<file path="src/rtl/rf_seq_pkg.sv">
// Shared definitions for the operand-fetch sequencer and its register file.
//   - seq_state_e : sequencer state encoding (2-bit binary)
//   - RF_DEPTH    : default register-file address width (2^RF_DEPTH registers)
//   - RF_WIDTH    : default register-file data width
package rf_seq_pkg;

    localparam int RF_DEPTH = 4;
    localparam int RF_WIDTH = 32;

    typedef enum logic [1:0] {
        ST_IDLE = 2'd0,
        ST_RD_A = 2'd1,
        ST_RD_B = 2'd2,
        ST_HOLD = 2'd3
    } seq_state_e;

endpackage

</file>
<file path="src/rtl/rf_operand_mux.sv">
// Operand select on the shared read path. Picks, in priority order:
//   1. zero when base-address semantics are on and the address is 0
//   2. the write-back data landing on this same edge (forwarding)
//   3. the register-file read data
// Ports:
//   zero_r0   in  : treat address 0 as constant zero
//   addr      in  : address currently on the read port
//   rf_wr_en  in  : snooped write enable
//   rf_w_addr in  : snooped write address
//   rf_w_data in  : snooped write data
//   rf_r_data in  : register-file read data for addr
//   operand   out : selected operand value
module rf_operand_mux
    import rf_seq_pkg::*;
#(
    parameter int depth = RF_DEPTH,
    parameter int width = RF_WIDTH
) (
    input  logic             zero_r0,
    input  logic [depth-1:0] addr,
    input  logic             rf_wr_en,
    input  logic [depth-1:0] rf_w_addr,
    input  logic [width-1:0] rf_w_data,
    input  logic [width-1:0] rf_r_data,
    output logic [width-1:0] operand
);

    always_comb begin
        operand = rf_r_data;
        if (zero_r0 && (addr == '0)) begin
            operand = '0;
        end else if (rf_wr_en && (rf_w_addr == addr)) begin
            // The register file only commits this write at the coming edge,
            // so its read data is still the old value.
            operand = rf_w_data;
        end
    end

endmodule

</file>
<file path="src/rtl/rf_operand_seq.sv">
// Operand-fetch sequencer: time-multiplexes the single register-file read
// port to fetch operand A, then optionally operand B, into holding registers
// and offers them to the consumer.
// Handshake: op_valid is high exactly in HOLD; op_a/op_b are stable while
// op_valid is high; a transfer happens on a rising edge with op_valid and
// op_ready both high. A new request (start) is accepted in IDLE, or in the
// accepting HOLD cycle for back-to-back fetches; otherwise start is ignored.
// Ports:
//   clk, clr                     : clock, synchronous active-high reset
//   start, a_addr, b_addr        : fetch request and source registers
//   need_b, zero_r0              : request options
//   busy, op_valid, op_ready     : status and consumer handshake
//   op_a, op_b                   : operand holding registers
//   rf_r_addr, rf_r_data         : register-file read port
//   rf_wr_en, rf_w_addr, rf_w_data : snooped register-file write port
//   dbg_state                    : current sequencer state
module rf_operand_seq
    import rf_seq_pkg::*;
#(
    parameter int depth = RF_DEPTH,
    parameter int width = RF_WIDTH
) (
    input  logic             clk,
    input  logic             clr,
    input  logic             start,
    input  logic [depth-1:0] a_addr,
    input  logic [depth-1:0] b_addr,
    input  logic             need_b,
    input  logic             zero_r0,
    output logic             busy,
    output logic             op_valid,
    input  logic             op_ready,
    output logic [width-1:0] op_a,
    output logic [width-1:0] op_b,
    output logic [depth-1:0] rf_r_addr,
    input  logic [width-1:0] rf_r_data,
    input  logic             rf_wr_en,
    input  logic [depth-1:0] rf_w_addr,
    input  logic [width-1:0] rf_w_data,
    output logic [1:0]       dbg_state
);

    seq_state_e       state_q, state_d;
    logic [depth-1:0] a_addr_q, a_addr_d;
    logic [depth-1:0] b_addr_q, b_addr_d;
    logic             need_b_q, need_b_d;
    logic             zero_r0_q, zero_r0_d;
    logic [width-1:0] op_a_q, op_a_d;
    logic [width-1:0] op_b_q, op_b_d;
    logic             busy_q, busy_d;
    logic             op_valid_q, op_valid_d;
    logic [depth-1:0] rf_r_addr_q, rf_r_addr_d;
    logic [width-1:0] sel_data;

    // Read address is registered, so it always matches the read cycle's state.
    rf_operand_mux #(
        .depth(depth),
        .width(width)
    ) u_mux (
        .zero_r0  (zero_r0_q),
        .addr     (rf_r_addr_q),
        .rf_wr_en (rf_wr_en),
        .rf_w_addr(rf_w_addr),
        .rf_w_data(rf_w_data),
        .rf_r_data(rf_r_data),
        .operand  (sel_data)
    );

    always_comb begin
        state_d   = state_q;
        a_addr_d  = a_addr_q;
        b_addr_d  = b_addr_q;
        need_b_d  = need_b_q;
        zero_r0_d = zero_r0_q;
        op_a_d    = op_a_q;
        op_b_d    = op_b_q;

        case (state_q)
            ST_IDLE: begin
                if (start) begin
                    a_addr_d  = a_addr;
                    b_addr_d  = b_addr;
                    need_b_d  = need_b;
                    zero_r0_d = zero_r0;
                    state_d   = ST_RD_A;
                end
            end
            ST_RD_A: begin
                op_a_d = sel_data;
                if (need_b_q) begin
                    state_d = ST_RD_B;
                end else begin
                    op_b_d  = '0;
                    state_d = ST_HOLD;
                end
            end
            ST_RD_B: begin
                op_b_d  = sel_data;
                state_d = ST_HOLD;
            end
            ST_HOLD: begin
                if (op_ready) begin
                    if (start) begin
                        // Back-to-back: skip IDLE and fetch straight away.
                        a_addr_d  = a_addr;
                        b_addr_d  = b_addr;
                        need_b_d  = need_b;
                        zero_r0_d = zero_r0;
                        state_d   = ST_RD_A;
                    end else begin
                        state_d = ST_IDLE;
                    end
                end
            end
            default: state_d = ST_IDLE;
        endcase

        // Outputs are decoded from the next state so they leave the flops
        // aligned with the state they describe.
        busy_d      = (state_d != ST_IDLE);
        op_valid_d  = (state_d == ST_HOLD);
        rf_r_addr_d = '0;
        if (state_d == ST_RD_A) begin
            rf_r_addr_d = a_addr_d;
        end else if (state_d == ST_RD_B) begin
            rf_r_addr_d = b_addr_d;
        end
    end

    always_ff @(posedge clk) begin
        if (clr) begin
            state_q     <= ST_IDLE;
            a_addr_q    <= '0;
            b_addr_q    <= '0;
            need_b_q    <= 1'b0;
            zero_r0_q   <= 1'b0;
            op_a_q      <= '0;
            op_b_q      <= '0;
            busy_q      <= 1'b0;
            op_valid_q  <= 1'b0;
            rf_r_addr_q <= '0;
        end else begin
            state_q     <= state_d;
            a_addr_q    <= a_addr_d;
            b_addr_q    <= b_addr_d;
            need_b_q    <= need_b_d;
            zero_r0_q   <= zero_r0_d;
            op_a_q      <= op_a_d;
            op_b_q      <= op_b_d;
            busy_q      <= busy_d;
            op_valid_q  <= op_valid_d;
            rf_r_addr_q <= rf_r_addr_d;
        end
    end

    assign busy      = busy_q;
    assign op_valid  = op_valid_q;
    assign op_a      = op_a_q;
    assign op_b      = op_b_q;
    assign rf_r_addr = rf_r_addr_q;
    assign dbg_state = state_q;

endmodule

</file>
<file path="config.mk">
export PLATFORM = sky130hd
export DESIGN_NAME = rf_operand_seq
export DESIGN_NICKNAME = d
export VERILOG_FILES = /design/src/rtl/rf_seq_pkg.sv /design/src/rtl/rf_operand_mux.sv /design/src/rtl/rf_operand_seq.sv
export SDC_FILE = /design/constraint.sdc
export NUM_CORES = 1
export LEC_CHECK = 0
export ABC_AREA = 1
export BUFFER_PORTS_ARGS = -buffer_cell sky130_fd_sc_hd__buf_2
export CAP_MARGIN = 20
export CORE_UTILIZATION = 30
export CTS_CLUSTER_SIZE = 8
export DETAILED_ROUTE_END_ITERATION = 6
export PLACE_DENSITY = 0.52
export REMOVE_ABC_BUFFERS = 1
export SLEW_MARGIN = 10
export SYNTH_ARGS = -nofsm -noshare
export SYNTH_HDL_FRONTEND = slang
export SYNTH_HIERARCHICAL = 1
export SYNTH_SLANG_ARGS = --single-unit
</file>
<file path="constraint.sdc">
create_clock -name clk -period 3.98 [get_ports clk]
set_input_delay 0.199 -clock clk [delete_from_list [all_inputs] [get_ports clk]]
set_output_delay 0.199 -clock clk [all_outputs]
set_load 0.03 [all_outputs]
</file>
# [Word-level counts from Yosys, hierarchy flattened]
# Cells that the tools add are included.
# W data, S select, Z words.
[totals] out_inout_bits=72 register_bits=82 elab_cells=51
[op_classes] reduce_logical=9 eq_ne=9 n_mux=23
[op_table] operator="$mux W32" n=3
[op_table] operator="$pmux W32 S2" n=1
[op_table] operator="$mux W4" n=6
[op_table] operator="$pmux W4 S2" n=2
[op_table] operator="$eq A2 B2 Y1 const B" n=4
[op_table] operator="$pmux W2 S4" n=1
[op_table] operator="$mux W1" n=6
[op_table] operator="$reduce_bool A2 Y1" n=3
[op_table] operator="$eq A2 B1 Y1 const B" n=2
[op_table] operator="$eq A4 B4 Y1" n=1
[op_table] operator="$logic_not A4 Y1" n=1
[op_table] operator="$mux W2" n=2
[op_table] operator="$ne A2 B2 Y1 const B" n=2
[op_table] operator="$pmux W1 S2" n=2
[op_table] operator="$reduce_and A2 Y1" n=2
[op_table] operator="$logic_and A1 B1 Y1" n=2
[op_table] operator="$logic_not A2 Y1" n=1

# [Logic depth before layout (Yosys ltp)]
# Gate-level depths: netlist of the first run.
[logic_depth] depth_word=6 mapped_depth=12

# [By module]
# Netlist of the first run, hierarchy kept.
[by_module_without_submodules] module="rf_operand_seq" instances=1 seq_area_each_um2=1641.6 cells_per_inst=391 area_per_inst_um2=3186.8
[by_module_without_submodules] module="rf_operand_mux" instances=1 seq_area_each_um2=0.0 cells_per_inst=263 area_per_inst_um2=1097.3

# [Worst setup path before layout of the first run]
# Ideal clock, no wire load.
[synth_timing] path_type="register -> register" startpoint="reg state_q[1] (netlist: dbg_state[1])" endpoint="reg op_b_q[10] (netlist: op_b[10])" synth_period_minus_slack_ps=1765 arrival_ps=1694 path_slack_ps=2215 t_required_ps=3910 path_stages_with_launch=10 path_buffers=2 path_cell_list="dfxtp_1 inv_1 ha_1 buf_6 inv_8 nor2_4 a21oi_4 buf_6 nand2_2 a21oi_2"
[synth_between] elab_chain_len=3 elab_cells_between_ends=6 classes_between="eq/ne: 3; mux: 1; reduce/logical: 2"
[synth_rtl] element="start, declared" line_no="rf_operand_seq.sv:43" rtl="seq_state_e state_q, state_d;"
[synth_rtl] element="start signal, assigned" line_no="rf_operand_seq.sv:143" rtl="state_q <= state_d;"
[synth_rtl] element="$eq A2 B1 Y1 or $eq A2 B2 Y1 (tied branches)" line_no="rf_operand_seq.sv:78" rtl="case (state_q)"
[synth_rtl] element="$ne A2 B2 Y1 (no source line) or $reduce_bool A2 Y1 (tied branches)"
[synth_rtl] element="$reduce_and A2 Y1 (no source line)"
[synth_rtl] element="end signal, assigned" line_no="rf_operand_seq.sv:149" rtl="op_b_q <= op_b_d;"
[synth_rtl] element="end, declared" line_no="rf_operand_seq.sv:49" rtl="logic [width-1:0] op_b_q, op_b_d;"
# Several ways; a longest one is shown, not always the timed one.
# A chain may end at the register's enable or synchronous reset.

# [Worst setup path in the final report of the first run]
[layout_timing] startpoint="reg state_q[1] (netlist: dbg_state[1])" endpoint="reg op_b_q[16] (netlist: op_b[16])"
# Same word-level chain as after synthesis.

==> out/results.ini, run 1 <==
[logic_synthesis]
ys_top_cells_by_count = 129 x nand2_1, 103 x inv_1, 84 x nor2_1
yosysUniqueCellTypes = 23
synth.most_common_cell = nand2_1
yosysSeqAreaShare_pct = 38.3
ys_top_cells_by_area = dfxtp_1 38%, nand2_1 11%, inv_1 9.0%
ys.flop_type = dfxtp_1
yosysTopAreaCell = dfxtp_1
ys_ff_latch = 82
synth_cells = 654
netlist.area_leader.share_pct = 38.3
async_reset_ff_share_pct = 0
synth-edff-count = 0
synth_area_sq_um = 4280
ys_warn_count = 6
avgSynthCellArea_sq_um = 6.55

[drt]
drt_drc_violations_left = 0
via_per_inst = 4.40
vias = 4258
routed_wl_microns = 12600
postRouteAntennaNets = 0
drtIter0Drc = 235
wl_per_cell_microns = 13.1
first_pass_iters = 5

[power_and_ir_drop]
seq_power_share_pct = 36.4
switchingPower_mw = 1.09
p_per_area_nw_per_um2 = 506
internal_power_mw = 1.64
pwr-share-clk_pct = 28.1
ir_drop_mv = 0.171
p_leak_nw = 3.01
p_comb_share_pct = 35.5
p_total_mw = 2.73
switching_share_pct = 39.8

[die]
start_util_pct = 30.9
die_area_sq_um = 14800
dieWidth_microns = 122
rows = 43
ioPinCount = 155
die_h_microns = 122
core_sq_um = 13900

[timing]
tightest_slew_ns = 0.982
hold_ws_ns = 0.164
hold_viol_final = 0
slew_headroom_pct = 34.4
drv_slew = 0
finClkSkew_ns = 0.00639
fin_setup_tns_ns = 0
setup_violations = 0
rsz0062_at_grt = false
min_period_over_period_pct = 67.7
period_needed_ns = 2.70
max_freq_ghz = 0.371

[worst_setup_path]
critPathKind = reg -> reg
rr_endpoint = op_b[16]$_SDFFE_PP0P_
end_kind = register
cp_slowest_cell = a21oi_4
cp-startpoint = dbg_state[1]$_SDFF_PP0_
reg2reg_depth = 6
slowest_delay_ns = 0.83
critPathRequiredTime_ns = 4.24
worstPathMaxFanout = 44
crit_path_end = op_b[16]$_SDFFE_PP0P_
cp_cell_sequence = inv_1 > ha_2 > inv_8 > a21oi_4 > nand2_1 > a21oi_1
r2r_setup_slack_ns = 1.28
rr_startpoint = dbg_state[1]$_SDFF_PP0_
critPathArrivalTime_ns = 2.95
worstSetupStartpointType = register

[global_route]
antenna_found_initial = 0
first_global_vias = 4001
grt_max_degree = 46
grt_use_total_pct = 17.4
grt_pass1_wl_microns = 20000
grt-ovfl-total = 0

[placed_design]
dpl.hpwl_microns = 8670
routabilityCongestion = 0.783
dpl_cell_area_sq_um = 5120
port_buffers = 154

[cells_and_area]
nets = 872
design_area_sq_um = 5390
post-route-util_pct = 38.8
drive_gt1_share_pct = 29.0
diodes = 0
synthToLayoutAreaGrowth_pct = 25.8

[clock_tree]
cts_tree = yes
holdBufCountCts = 0
cts.clk_slew.worst_paths_ns = 0.06
cts_buffer_depth = 2
root_buffer = clkbuf_16
htree_num_levels = 3
numCtsBuffers = 9
cts-resized-gates = 0
numClockSinks = 82
postCtsSetupBuffers = 0
clk_latency_ns = 0.33

[worst_hold_path]
hold_path_class = in -> reg

[status]
outcome = finished, final reports clean

[flow_run]
maxCapViolations = 0

[power groups by stage]
stage / clock (mW) / combinational (mW) / sequential (mW)
CTS: 0.790 / 0.981 / 0.994
global placement: 0 / 0.976 / 1.01
finish: 0.768 / 0.970 / 0.992
global route: 0.822 / 1.08 / 1.01
detailed placement: 0 / 0.978 / 1.01
floorplan: 0 / 0.474 / 1.19
[registers in the layout (all words and copies together) (netlist names), 2 cells and up]
register,cells
b_addr_q,4
op_b,32
rf_r_addr,4
a_addr_q,4
op_a,32
dbg_state,2
[final cells by class]
cell class	instances	area, sq um
inverter	126	480
clock buffer	12	256
sequential	82	1640
clock inverter	3	15.0
multi-input combinational	406	1970
tap	180	225
fill	1541	8490
timing repair buffer	158	801
[worst min path at each step]
| stage | to | start | cells after the start | slack [ns] |
|---|---|---|---|---|
| floorplan | op_b[10]$_SDFFE_PP0P_ | clr | 1 | 0.26 |
| global placement | op_b[16]$_SDFFE_PP0P_ | op_b[16]$_SDFFE_PP0P_ | 2 | 0.45 |
| detailed placement | op_b[14]$_SDFFE_PP0P_ | op_b[14]$_SDFFE_PP0P_ | 2 | 0.46 |
| CTS | need_b_q$_SDFFE_PP0P_ | need_b | 3 | 0.15 |
| global route | need_b_q$_SDFFE_PP0P_ | need_b | 3 | 0.18 |
| finish | need_b_q$_SDFFE_PP0P_ | need_b | 3 | 0.16 |
[cell families after synthesis]
kind of cell	Yosys count	share of synthesized area, %
AOI/OAI and AO/OA	90	11.9
buffers and inverters	166	15.9
DFF	82	38.3
and+or+nand+nor	310	32.1
adders and majority gates	6	1.75
[placed cells by master, fill, tap and decap left out, types with 5 or more instances in the layout]
cell type / Yosys / routed
buf_2: 13 / 154
nand2_1: 129 / 129
inv_1: 103 / 103
nor2_1: 84 / 84
dfxtp_1: 82 / 82
nand3_1: 44 / 44
a21oi_1: 43 / 43
o21ai_0: 35 / 35
nand4_1: 32 / 32
inv_2: 22 / 22
nand2_2: 11 / 11
a21oi_2: 10 / 10
clkbuf_16: 0 / 9
nor2_4: 4 / 5
[critical path, delay by kind of cell (launching register included)]
family / cells / cell delay (ns)
buf+inv: 2 / 0.31
fa+ha+maj: 1 / 0.79
flops: 1 / 0.37
simple gates: 1 / 0.11
compound gates: 2 / 1.00
[per-stage QoR]
step	std cells	setup WS, ns
floorplan	614	1.38
global placement	952	1.28
detailed placement	952	1.26
CTS	967	1.22
global route	967	0.969
finish	967	1.28
[routing by layer]
layer	part of all wire, %	wire length [microns]	vias up	global-route usage [%]
met3	5.1	641	15	2.68
li1	-	-	2284	-
met4	1.7	217	0	6.71
met5	0	0	-	0
met1	49	6160	1845	24.0
met2	44	5610	114	27.1
(Power assumes the default switching activity.)
==> run 2: changes to the inputs <==
--- a/config.mk
+++ b/config.mk
@@ -5,13 +5,13 @@
 export SDC_FILE = /design/constraint.sdc
 export NUM_CORES = 1
 export LEC_CHECK = 0
-export ABC_AREA = 1
+export ABC_AREA = 0
 export BUFFER_PORTS_ARGS = -buffer_cell sky130_fd_sc_hd__buf_2
 export CAP_MARGIN = 20
 export CORE_UTILIZATION = 30
 export CTS_CLUSTER_SIZE = 8
 export DETAILED_ROUTE_END_ITERATION = 6
-export PLACE_DENSITY = 0.52
+export PLACE_DENSITY = 0.53
 export REMOVE_ABC_BUFFERS = 1
 export SLEW_MARGIN = 10
 export SYNTH_ARGS = -nofsm -noshare
==> constraint.sdc (replaced) <==
create_clock -name clk -period 2.8 [get_ports clk]
set_input_delay 0.14 -clock clk [delete_from_list [all_inputs] [get_ports clk]]
set_output_delay 0.14 -clock clk [all_outputs]
set_load 0.03 [all_outputs]
==> out/results.ini, run 2 <==
[status]
outcome = finished, final reports clean

[drt]
drtIter0Drc = 176
first_pass_iters = 4
postRouteAntennaNets = 0
drt_drc_violations_left = 0
vias = 3556
wl_per_cell_microns = 14.7
routed_wl_microns = 10400
via_per_inst = 5.01

[worst_setup_path]
reg2reg_depth = 5
critPathArrivalTime_ns = 2.46
critPathKind = reg -> reg
worstPathMaxFanout = 17
worstSetupStartpointType = register
critPathRequiredTime_ns = 3.05
end_kind = register

[placed_design]
dpl.hpwl_microns = 7270
port_buffers = 154
dp_cells = 694
dpl_cell_area_sq_um = 4530
routabilityCongestion = 0.825

[logic_synthesis]
ys_top_cells_by_area = dfxtp_1 45%, mux2i_1 8.7%, a22oi_1 7.8%
synth-adder-area-share_pct = 2.05
ys_ff_latch = 82
yosysTopAreaCell = dfxtp_1
avgSynthCellArea_sq_um = 8.72
synth_area_sq_um = 3670
synth_compound_area_share_pct = 17.0
synth.most_common_cell = dfxtp_1
ys_top_cells_by_count = 82 x dfxtp_1, 74 x nor2_1, 38 x a22oi_1
netlist.area_leader.share_pct = 44.7
synth_xor_xnor_area_share_pct = 0.955
synth-simple-area-share_pct = 20.8
synth_top_family_by_area = simple AND/OR/NAND/NOR gates
synth-edff-count = 0
ys_warn_count = 6
yosysSeqAreaShare_pct = 44.7
yosysUniqueCellTypes = 42
synth_cells = 421
synthMuxAreaShare_pct = 9.04
ys.flop_type = dfxtp_1
async_reset_ff_share_pct = 0

[die]
rows = 40
ioPinCount = 155
die_h_microns = 113
die_area_sq_um = 12700
core_sq_um = 12000
dieWidth_microns = 113
start_util_pct = 30.7

[cells_and_area]
layout_commonest_cell = buf_2
layoutNonFillerInstCount = 710
final_cell_mix = 154 x buf_2, 82 x dfxtp_1, 74 x nor2_1, 38 x a22oi_1, 35 x nand2_1
diodes = 0
drive_gt1_share_pct = 34.6
synthToLayoutAreaGrowth_pct = 32.7
design_area_sq_um = 4870
nets = 647

[global_route]
grt_max_degree = 65
grt-ovfl-total = 0
first_global_vias = 3342
grt_use_total_pct = 16.8
antenna_found_initial = 0
grt_pass1_wl_microns = 16900

[clock_tree]
cts_buffer_depth = 2
htree_num_levels = 3
numCtsBuffers = 9
cts_tree = yes
postCtsSetupBuffers = 0
holdBufCountCts = 0
cts.clk_slew.worst_paths_ns = 0.06
root_buffer = clkbuf_16
numClockSinks = 82
cts-resized-gates = 0
clk_latency_ns = 0.32

[worst_hold_path]
holdPathStages = 3
hold_path_class = in -> reg

[timing]
setup_violations = 0
max_freq_ghz = 0.451
drv_slew = 0
finClkSkew_ns = 0.00778
hold_ws_ns = 0.0749
min_period_over_period_pct = 79.2
hold_viol_final = 0
slew_headroom_pct = 34.1
rsz0062_at_grt = false
period_needed_ns = 2.22
tightest_slew_ns = 0.985

[power_and_ir_drop]
p_leak_nw = 2.25
pwr-share-clk_pct = 33.9
ir_drop_mv = 0.334
switchingPower_mw = 1.31
p_per_area_nw_per_um2 = 798
switching_share_pct = 33.7
seq_power_share_pct = 35.3
p_comb_share_pct = 30.8
p_total_mw = 3.88
internal_power_mw = 2.58

[flow_run]
maxCapViolations = 0

## run 2: changes by cell type in the layout (fill, tap and decap cells not counted), sizes merged, moves of 4 or more
cell,delta
a22oi,+38
a21oi,-49
nand3,-44
o22ai,+4
nand2,-104
inv,-118
nor2,-16
mux2i,+32
## run 2: area by class of cell
type,instances,area [sq um]
Fill cell,1267,7090
Multi-Input combinational cell,296,1850
Sequential cell,82,1640
Timing Repair Buffer,161,823
Clock buffer,11,233
Tap cell,147,184
Clock inverter,5,103
Inverter,8,30.0
## run 2: worst paths after layout
path | start | end | slack (ns)
setup / recovery | dbg_state[0]$_SDFF_PP0_ | rf_r_addr[0]$_SDFF_PP0_ | 0.58
hold / removal | zero_r0 | zero_r0_q$_SDFFE_PP0P_ | 0.07
setup reg to reg | dbg_state[0]$_SDFF_PP0_ | rf_r_addr[0]$_SDFF_PP0_ | 0.58
hold reg to reg | op_a[12]$_SDFFE_PP0N_ | op_a[12]$_SDFFE_PP0N_ | 0.49
## run 2: power by group through the flow
stage	Combinational [mW]	Sequential (mW)	Clock, mW
final	1.20	1.37	1.32
after global routing	1.31	1.39	1.42
after CTS	1.21	1.37	1.36
after detailed placement	1.21	1.39	0
after global placement	1.19	1.39	0
after floorplan	0.595	1.60	0
## run 2: kinds of logic (layout without fill, tap and decap cells)
family,after synthesis,count (layout)
DFF,82,82
and+or+nand+nor,162,162
muxes,33,33
adders and majority gates,6,6
xor gates and xnor gates,4,4
buffers and inverters,43,185
AOI/OAI and AO/OA,91,91
## run 2: layer usage
| metal | vias up | GRT usage [%] | wire (microns) |
|---|---|---|---|
| met5 | - | 0 | 0 |
| met4 | 0 | 5.42 | 109 |
| met3 | 8 | 3.78 | 657 |
| met2 | 128 | 26.4 | 4650 |
| met1 | 1657 | 22.7 | 5010 |
| li1 | 1763 | - | - |
## run 2: critical path, cell delays in order (launching register included)
cell and delay (ns):
dfxtp_1 0.48, ha_2 0.59, and2b_1 0.28, a2111oi_2 0.08, or4_4 0.53, o22ai_1 0.17
## run 2: through the flow
stage | setup WS, ns | TNS [ns] | util, %
global placement | 0.627 | 0 | 37.9
floorplan | -0.717 | -23.41 | -
global route | 0.327 | 0 | 40.7
detailed placement | 0.603 | 0 | 37.9
finish | 0.584 | 0 | 40.7
CTS | 0.590 | 0 | 40.7
==> run 3: changes to the inputs <==
==> constraint.sdc (replaced) <==
create_clock -name clk -period 2.35 [get_ports clk]
set_input_delay 0.1175 -clock clk [delete_from_list [all_inputs] [get_ports clk]]
set_output_delay 0.1175 -clock clk [all_outputs]
set_load 0.03 [all_outputs]
==> out/results.ini, run 3 (synthesis results as in run 2) <==
[status]
outcome = finished, final reports clean

[power_and_ir_drop]
switchingPower_mw = 1.56
ir_drop_mv = 0.361
p_per_area_nw_per_um2 = 919
p_total_mw = 4.45
switching_share_pct = 35.2
p_leak_nw = 2.24
p_comb_share_pct = 32.3
internal_power_mw = 2.88
pwr-share-clk_pct = 30.9
seq_power_share_pct = 36.7

[worst_setup_path]
cp_num_buf_inv = 1
critPathArrivalTime_ns = 2.33
r2r_setup_slack_ns = 0.29
critPathRequiredTime_ns = 2.62
rr_endpoint = op_b[15]$_SDFFE_PP0P_
slowest_delay_ns = 0.79
critPathKind = reg -> reg
cp_slowest_cell = a21boi_4
critical-path-top-delay-family = compound AO/OA/AOI/OAI gates
worstPathMaxFanout = 32
reg2reg_depth = 5
end_kind = register
worstSetupStartpointType = register
cp_cell_sequence = inv_1 > ha_2 > a21boi_4 > a22oi_1 > nor2_1
rr_startpoint = dbg_state[1]$_SDFF_PP0_
cp-startpoint = dbg_state[1]$_SDFF_PP0_

[worst_hold_path]
hold_start = need_b
holdPathStages = 3
min_to = need_b_q$_SDFFE_PP0P_
hold_path_class = in -> reg

[clock_tree]
numClockSinks = 82
cts.clk_slew.worst_paths_ns = 0.06
cts_tree = yes
root_buffer = clkbuf_16
postCtsSetupBuffers = 0
htree_num_levels = 3
numCtsBuffers = 9
holdBufCountCts = 0
cts_buffer_depth = 2
cts-resized-gates = 0
clk_latency_ns = 0.33

[flow_run]
maxCapViolations = 0

[cells_and_area]
diodes = 0
synthToLayoutAreaGrowth_pct = 31.7
post-route-util_pct = 40.4
fill_cells = 1218
nets = 649
layout_commonest_cell = buf_2
design_area_sq_um = 4830
final_cell_mix = 154 x buf_2, 82 x dfxtp_1, 74 x nor2_1, 38 x a22oi_1, 35 x nand2_1
layoutNonFillerInstCount = 711
drive_gt1_share_pct = 34.8

[placed_design]
routabilityCongestion = 0.775
port_buffers = 154
dp_cells = 696
dpl.hpwl_microns = 7240
dpl_cell_area_sq_um = 4550

[timing]
slew_headroom_pct = 35.0
fin_setup_tns_ns = 0
setup_violations = 0
rsz0062_at_grt = false
max_freq_ghz = 0.485
finClkSkew_ns = 0.00424
tightest_slew_ns = 0.972
period_needed_ns = 2.06
min_period_over_period_pct = 87.7
drv_slew = 0
hold_viol_final = 0

[die]
rows = 40
die_h_microns = 113
ioPinCount = 155
dieWidth_microns = 113
core_sq_um = 12000
start_util_pct = 30.7
die_area_sq_um = 12700

[drt]
via_per_inst = 4.95
postRouteAntennaNets = 0
first_pass_iters = 5
drtIter0Drc = 187
routed_wl_microns = 10600
drt_drc_violations_left = 0
wl_per_cell_microns = 14.9
vias = 3520

[global_route]
antenna_found_initial = 0
grt_use_total_pct = 16.8
grt-ovfl-total = 0
grt_pass1_wl_microns = 16500
first_global_vias = 3263
grt_max_degree = 48

## run 3: power by group through the flow
stage                     Combinational, mW  Sequential [mW]  Clock (mW)
after floorplan                       0.709             1.91           0
after global placement                 1.43             1.66           0
after detailed placement               1.45             1.66           0
after CTS                              1.45             1.63        1.41
after global routing                   1.56             1.65        1.47
final                                  1.44             1.63        1.38
## run 3: layer usage
layer	share of wire, %	global-route usage (%)
met1	47	21.2
met2	46	27.3
met3	5.6	3.62
met4	1.8	7.73
met5	0	0
## run 3: how the worst max path moves through the flow
stage                                        to  cells past startpoint
after CTS                 op_b[15]$_SDFFE_PP0P_                      5
after global routing      op_b[24]$_SDFFE_PP0P_                      5
after global placement     op_b[8]$_SDFFE_PP0P_                      5
after detailed placement  op_b[15]$_SDFFE_PP0P_                      5
after floorplan            op_b[0]$_SDFFE_PP0P_                      5
final                     op_b[15]$_SDFFE_PP0P_                      5
## run 3: cell type report
| class | count | area, sq um | share of cell area (%) |
|---|---|---|---|
| Multi-Input combinational cell | 296 | 1850 | 38.4 |
| Clock buffer | 12 | 246 | 5.10 |
| Inverter | 8 | 30.0 | 0.621 |
| Sequential cell | 82 | 1640 | 34.0 |
| Clock inverter | 3 | 40.0 | 0.828 |
| Timing Repair Buffer | 163 | 838 | 17.3 |
| Tap cell | 147 | 184 | 3.80 |
## run 3: through the flow
stage	hold slack, ns	setup slack, ns
after floorplan	0.187	-1.17
after global routing	0.0498	0.104
after detailed placement	0.403	0.239
final	0.0514	0.289
after global placement	0.395	0.328
after CTS	0.0463	0.232
## run 3: tightest hold or removal path, stage by stage
cell and delay (ns):
buf_2 0.10, nand3_1 0.06, a21oi_1 0.05
